===== src/rtl/sipo_byte_assembler_if.sv =====
// rtl/sipo_byte_assembler_if.sv - completed-word valid/ready channel of the SIPO assembler
interface sipo_byte_assembler_if #(
  parameter int WIDTH = 8
);
  logic [WIDTH-1:0] o_data;
  logic             o_valid;
  logic             i_ready;

  modport master (
    output o_data,
    output o_valid,
    input  i_ready
  );

  modport slave (
    input  o_data,
    input  o_valid,
    output i_ready
  );
endinterface


===== src/rtl/sipo_byte_assembler.sv =====
// rtl/sipo_byte_assembler.sv - serial-in parallel-out word assembler with one-word holding buffer
// Shifts one bit per enabled edge, hands completed words to a valid/ready consumer, flags drops.
module sipo_byte_assembler #(
  parameter int WIDTH     = 8,
  parameter bit MSB_FIRST = 1'b1
) (
  input  logic                       i_clk,
  input  logic                       i_rst,
  input  logic                       i_clear,
  input  logic                       i_serial_bit,
  input  logic                       i_shift_en,
  sipo_byte_assembler_if.master      out_if,
  output logic                       o_overrun,
  output logic [$clog2(WIDTH)-1:0]   o_bit_count
);
  localparam int CW = $clog2(WIDTH);
  localparam logic [CW-1:0] LAST_BIT = CW'(WIDTH - 1);

  logic [WIDTH-1:0] sr_q;
  logic [WIDTH-1:0] sr_next;
  logic [WIDTH-1:0] data_q;
  logic [CW-1:0]    count_q;
  logic             valid_q;
  logic             overrun_q;

  logic shift;
  logic complete;
  logic consume;

  generate
    if (MSB_FIRST) begin : g_msb_first
      assign sr_next = {sr_q[WIDTH-2:0], i_serial_bit};
    end else begin : g_lsb_first
      assign sr_next = {i_serial_bit, sr_q[WIDTH-1:1]};
    end
  endgenerate

  // Clear outranks shifting, so a clear edge can never complete a word.
  always_comb begin
    shift    = i_shift_en && !i_clear;
    complete = shift && (count_q == LAST_BIT);
    consume  = valid_q && out_if.i_ready;
  end

  always_ff @(posedge i_clk or negedge i_rst) begin
    if (!i_rst) begin
      sr_q      <= '0;
      count_q   <= '0;
      data_q    <= '0;
      valid_q   <= 1'b0;
      overrun_q <= 1'b0;
    end else begin
      if (i_clear) begin
        sr_q      <= '0;
        count_q   <= '0;
        overrun_q <= 1'b0;
      end else if (shift) begin
        sr_q    <= sr_next;
        count_q <= complete ? '0 : count_q + CW'(1);
      end

      // Holding register: reload on completion only if it is empty or being drained this edge.
      if (complete && (!valid_q || consume)) begin
        data_q  <= sr_next;
        valid_q <= 1'b1;
      end else if (consume) begin
        valid_q <= 1'b0;
      end

      if (complete && valid_q && !out_if.i_ready) begin
        overrun_q <= 1'b1;
      end
    end
  end

  assign out_if.o_data  = data_q;
  assign out_if.o_valid = valid_q;
  assign o_overrun      = overrun_q;
  assign o_bit_count    = count_q;
endmodule


===== src/flat_wrapper.sv =====
// flat-port wrapper written by rule: the top's interface ports become plain ports
module sipo_byte_assembler_flat 
#(
  parameter int WIDTH     = 8,
  parameter bit MSB_FIRST = 1'b1
)
  (i_clk, i_rst, i_clear, i_serial_bit, i_shift_en, o_overrun, o_bit_count, out_if_o_data, out_if_o_valid, out_if_i_ready);
  sipo_byte_assembler_if #(.WIDTH(WIDTH)) out_if_i ();
  input  logic i_clk;
  input  logic i_rst;
  input  logic i_clear;
  input  logic i_serial_bit;
  input  logic i_shift_en;
  output logic o_overrun;
  output logic [$clog2(WIDTH)-1:0] o_bit_count;
  output wire logic [$bits(out_if_i.o_data)-1:0] out_if_o_data;
  output wire logic [$bits(out_if_i.o_valid)-1:0] out_if_o_valid;
  input wire logic [$bits(out_if_i.i_ready)-1:0] out_if_i_ready;
  assign out_if_o_data = out_if_i.o_data;
  assign out_if_o_valid = out_if_i.o_valid;
  assign out_if_i.i_ready = out_if_i_ready;
  sipo_byte_assembler #(.WIDTH(WIDTH), .MSB_FIRST(MSB_FIRST)) u_core (.i_clk(i_clk), .i_rst(i_rst), .i_clear(i_clear), .i_serial_bit(i_serial_bit), .i_shift_en(i_shift_en), .out_if(out_if_i), .o_overrun(o_overrun), .o_bit_count(o_bit_count));
endmodule

===== config.mk =====
export PLATFORM = sky130hd
export DESIGN_NAME = sipo_byte_assembler_flat
export DESIGN_NICKNAME = d
export VERILOG_FILES = /design/src/rtl/sipo_byte_assembler_if.sv /design/src/rtl/sipo_byte_assembler.sv /design/src/flat_wrapper.sv
export SDC_FILE = /design/constraint.sdc
export NUM_CORES = 1
export LEC_CHECK = 0
export CORE_UTILIZATION = 60
export CTS_BUF_LIST = sky130_fd_sc_hd__clkbuf_16
export CTS_CLUSTER_DIAMETER = 30
export CTS_CLUSTER_SIZE = 16
export DETAILED_ROUTE_END_ITERATION = 6
export DONT_BUFFER_PORTS = 1
export HOLD_SLACK_MARGIN = 0.15
export PLACE_DENSITY = 0.81
export SYNTH_ARGS = -nofsm -noshare
export SYNTH_HDL_FRONTEND = slang
export SYNTH_SLANG_ARGS = --single-unit

===== constraint.sdc =====
create_clock -name i_clk -period 2.6 [get_ports i_clk]
set_input_delay 0.78 -clock i_clk [delete_from_list [all_inputs] [get_ports i_clk]]
set_output_delay 0.78 -clock i_clk [all_outputs]
set_load 0.005 [all_outputs]

* Yosys cells after proc, flatten, opt, wreduce, memory -nomap -nowiden
Index checks and enable logic that the tools add are counted.
** Storage, ports and cells
- Output and inout port bits :: 13
- Bits in registers :: 20
- Input bits :: 6
- Logic and storage cells :: 29
** Operators by class
- Reduce and logical (&&, ||, !) cells :: 13
- $add $sub $neg :: 1
- Eq/ne operators :: 1
- Muxes and demuxes :: 9
** Operator list (count)
- 7-bit two-way mux :: 2
- 3-bit two-way mux :: 3
- 1-bit logical AND :: 6
- 2-bit nonzero test :: 3
- 1-bit two-way mux :: 4
- 3-bit by 1-bit adder with 3-bit output, second input constant :: 1
- 3-bit == test, second input constant :: 1
- 1-bit logical NOT :: 3
- 1-bit logical OR :: 1

* Logic depth before layout (Yosys ltp)
- Depth in word-level cells :: 6
- Gate-level depth with buffers :: 5
- Gate-level depth less buffers :: 5

* Worst setup path after synthesis
OpenSTA, ideal clock, no wires.
- Kind :: input -> register
- Start point :: in i_shift_en
- End point :: reg u_core.data_q[0], in the netlist u_core.out_if.o_data[0]
- Setup slack :: 0.985 ns
- Stages :: 3
- Setup time :: 0.125 ns
- Data arrival time :: 1.490 ns
- Required time :: 2.475 ns
- Cell sequence :: nand2_1 -> nor3_4 -> mux2_2
** On the way
- Cells in the longest elaborated chain, start to end :: 3
** RTL lines
- from (decl) :: line flat_wrapper.sv:13 : input logic i_shift_en;
- 1-bit logical AND :: line sipo_byte_assembler.sv:40 : shift = i_shift_en && !i_clear;
- 1-bit logical AND :: line sipo_byte_assembler.sv:41 : complete = shift && (count_q == LAST_BIT);
- 1-bit logical AND :: line sipo_byte_assembler.sv:63 : if (complete && (!valid_q || consume)) begin
- to (signal assigned) :: line sipo_byte_assembler.sv:64 : data_q <= sr_next;
- to (decl) :: line sipo_byte_assembler.sv:21 : logic [WIDTH-1:0] data_q;
No other way between the ends.
A chain may end at the register's enable or synchronous reset.

* Worst setup path in the final report
- Start point :: reg u_core.count_q[0], in the netlist u_core.o_bit_count[0]
- End point :: reg u_core.data_q[3], in the netlist u_core.out_if.o_data[3]
** On the way
- Cells in the longest elaborated chain, start to end :: 3
** RTL lines
- from (decl) :: line sipo_byte_assembler.sv:22 : logic [CW-1:0] count_q;
- from (signal assigned) :: line sipo_byte_assembler.sv:59 : count_q <= complete ? '0 : count_q + CW'(1);
- 3-bit == test :: line sipo_byte_assembler.sv:41
- 1-bit logical AND :: line sipo_byte_assembler.sv:41
- 1-bit logical AND :: line sipo_byte_assembler.sv:63
No other way between the ends.

==> out/metrics.yaml <==
status:
  status: "finished, final reports clean"
worst_setup_path:
  slowest_delay_ns: 0.40
  start_kind: "register"
  crit_family: "simple AND/OR/NAND/NOR gates"
  r2r_cells: 5
  cp_max_fo: 8
  crit_required_ns: 2.73
  worst-path-buf-inv: 0
  reg2reg_from: "u_core.o_bit_count[0]$_DFFE_PN0P_"
  r2r_slack_ns: 0.89
  r2r-end: "u_core.out_if.o_data[3]$_DFFE_PN0P_"
  critPathKind: "reg2reg"
  crit_path_end_kind: "register"
  critPathSlowestCell: "dfrtp_1"
  cp_cell_sequence: "ha_1 > ha_1 > nand2_1 > nor3_4 > mux2_2"
  arrival_ns: 1.84
  critPathMostFrequentCell: "ha_1"
die:
  start_util: 0.690
  die_x_um: 38.9
  die-area_mm2: 0.00152
  std_cell_rows: 12
  core_area_mm2: 0.00119
  dieHeight_um: 38.9
  io-pin-count: 19
finish:
  area_growth_pct: 10.7
  multi_input_area_um2: 305
  utilization: 0.764
  fillers: 75
  drive_above_1_share: 0.210
  regArea_um2: 500
  final_nets: 71
  num_antenna_cells: 0
grt:
  grt.overflow.total: 0
  grt_pass1_vias: 472
  antenna_found_initial: 0
  grt_usage: 0.226
  grt_pass1_wl_um: 2170
  grt_max_degree: 21
synth:
  synth_nets: 68
  synth_cells: 60
  syn_area_per_cell_um2: 13.6
  synth.top_cell.area_share: 0.612
  mappedNetlistArea_um2: 818
  yosysTopAreaCell: "dfrtp_1"
  yosysUniqueCellTypes: 15
  netlist_top_cells_area: "dfrtp_1, mux2_2, mux2i_1"
  yosys_warnings: 0
  seq_area_frac_synth: 0.612
  synth_seq_cells: 20
timing:
  slew_viol_final: 0
  setup_violations: 0
  fin_ws_ns: 0.891
  tns_ns: 0
  hold_violations: 0
  min_period_over_period: 0.657
  rsz0062_at_grt: "false"
  finalCriticalPeriod_ns: 1.71
  worst_pin_slew_ns: 0.397
  timing.fmax_mhz: 585
  worst_clock_skew_ns: 0.00275
  slew_headroom: 0.735
clocking:
  root_buffer: "clkbuf_16"
  ctsHoldBuffers: 0
  clk_pin_slew_ns: 0.05
  cts-resized-gates: 0
  htreeDepth: 1
  cts_tree: "built"
  clock_sinks: 20
  ctsLongestPathBuffers: 2
  clock_latency_ns: 0.24
  post_cts_buffers: 0
  numCtsBuffers: 3
route:
  wl_um: 1300
  wl_per_cell_um: 17.1
  drtAntennaViolNets: 0
  viasPerCell: 5.86
  drt_iter0_drc: 5
  vias: 445
  drt_pass1_iterations: 2
  drc_errors: 0
place:
  pre_cts_ws_ns: 0.872
  io_buffers: 0
  dp.final_hpwl_um: 890
  place.gp.congestion: 0.694
power_and_ir_drop:
  vdd_drop_max_mv: 0.508
  p_per_area_mw_per_mm2: 702
  leakage_nw: 0.459
run:
  max-cap-violations: 0
worst_hold_path:
  min_path_type: "in2async"
[per-layer routing]
layer	part of all wire	GRT usage	vias up	wire, um
met2	0.48	0.333	14	618
met4	0	0.0776	0	0
met1	0.47	0.307	221	608
met3	0.057	0.0809	0	74
li1	-	-	210	-
met5	0	0	-	0
[power breakdown]
part	switching (mW)	leakage (nW)	total (mW)	internal, mW
registers	0.00403	0.277	0.320	0.316
logic	0.00491	0.144	0.0122	0.00727
clock network	0.0996	0.0385	0.304	0.204
total	0.109	0.459	0.636	0.527
[state kept, by name, indices dropped and copies added, names as in the netlist]
register and count:
u_core.out_if.o_data 8, u_core.sr_q 7, u_core.o_bit_count 3, u_core.o_overrun 1, u_core.out_if.o_valid 1
[worst max-delay path by stage]
stage	startpoint	end	slack, ns	cells past startpoint
2_1_floorplan	i_shift_en	u_core.out_if.o_data[0]$_DFFE_PN0P_	0.99	3
3_3_place_gp	i_shift_en	u_core.out_if.o_data[7]$_DFFE_PN0P_	0.89	3
3_5_place_dp	u_core.o_bit_count[0]$_DFFE_PN0P_	u_core.out_if.o_data[5]$_DFFE_PN0P_	0.87	5
4_1_cts	u_core.o_bit_count[0]$_DFFE_PN0P_	u_core.out_if.o_data[5]$_DFFE_PN0P_	0.87	5
5_1_grt	u_core.o_bit_count[0]$_DFFE_PN0P_	u_core.out_if.o_data[5]$_DFFE_PN0P_	0.76	5
6_report	u_core.o_bit_count[0]$_DFFE_PN0P_	u_core.out_if.o_data[3]$_DFFE_PN0P_	0.89	5
[worst reg2reg max path: stages, from the launching register on]
cell and delay [ns]:
dfrtp_1 0.40, ha_1 0.18, ha_1 0.19, nand2_1 0.11, nor3_4 0.33, mux2_2 0.39
[cells in the mapped netlist]
| cell | count |
|---|---|
| buf_2 | 1 |
| dfrtp_1 | 20 |
| nor3_4 | 1 |
| mux2_2 | 8 |
| mux2i_1 | 8 |
| o21bai_1 | 1 |
| a31oi_1 | 1 |
| nor2_1 | 11 |
| ha_1 | 2 |
| inv_1 | 1 |
| nor2b_4 | 1 |
| a22oi_1 | 2 |
| clkbuf_1 | 1 |
| nand2_1 | 1 |
| nor2b_1 | 1 |
[stage by stage]
step | cells | cell area (um2) | power (mW) | hold slack [ns]
after floorplan | 60 | 818 | 0.340 | 0.479
after global placement | 72 | 827 | 0.337 | 0.485
after detailed placement | 72 | 827 | 0.337 | 0.485
after CTS | 76 | 906 | 0.641 | 0.224
after global routing | 76 | 906 | 0.660 | 0.216
final | 76 | 906 | 0.636 | 0.226
[kinds of logic after synthesis]
group                      share of synthesized area
and+or+nand+nor                               0.0994
buffers and inverters                         0.0153
adders and majority gates                     0.0306
muxes                                          0.208
DFF                                            0.612
AOI/OAI and AO/OA                             0.0352
[area by class of cell]
class,count,share of cell area
clock buffer,3,0.0829
sequential,20,0.552
multi-input combinational,37,0.337
tap,14,0.0193
inverter,1,0.00414
clock inverter,1,0.00414
[cells in the final DEF (no fill, tap or decap), drive strengths merged]
master,synthesis,final
ha,2,2
inv,1,1
nor2,11,11
clkinv,0,1
mux2i,8,8
nor3,1,1
dfrtp,20,20
nand2,1,1
a22oi,2,2
nor2b,2,2
a31oi,1,1
mux2,8,8
clkbuf,1,3
o21bai,1,1
Note: power is estimated with default switching activity, not from simulation.
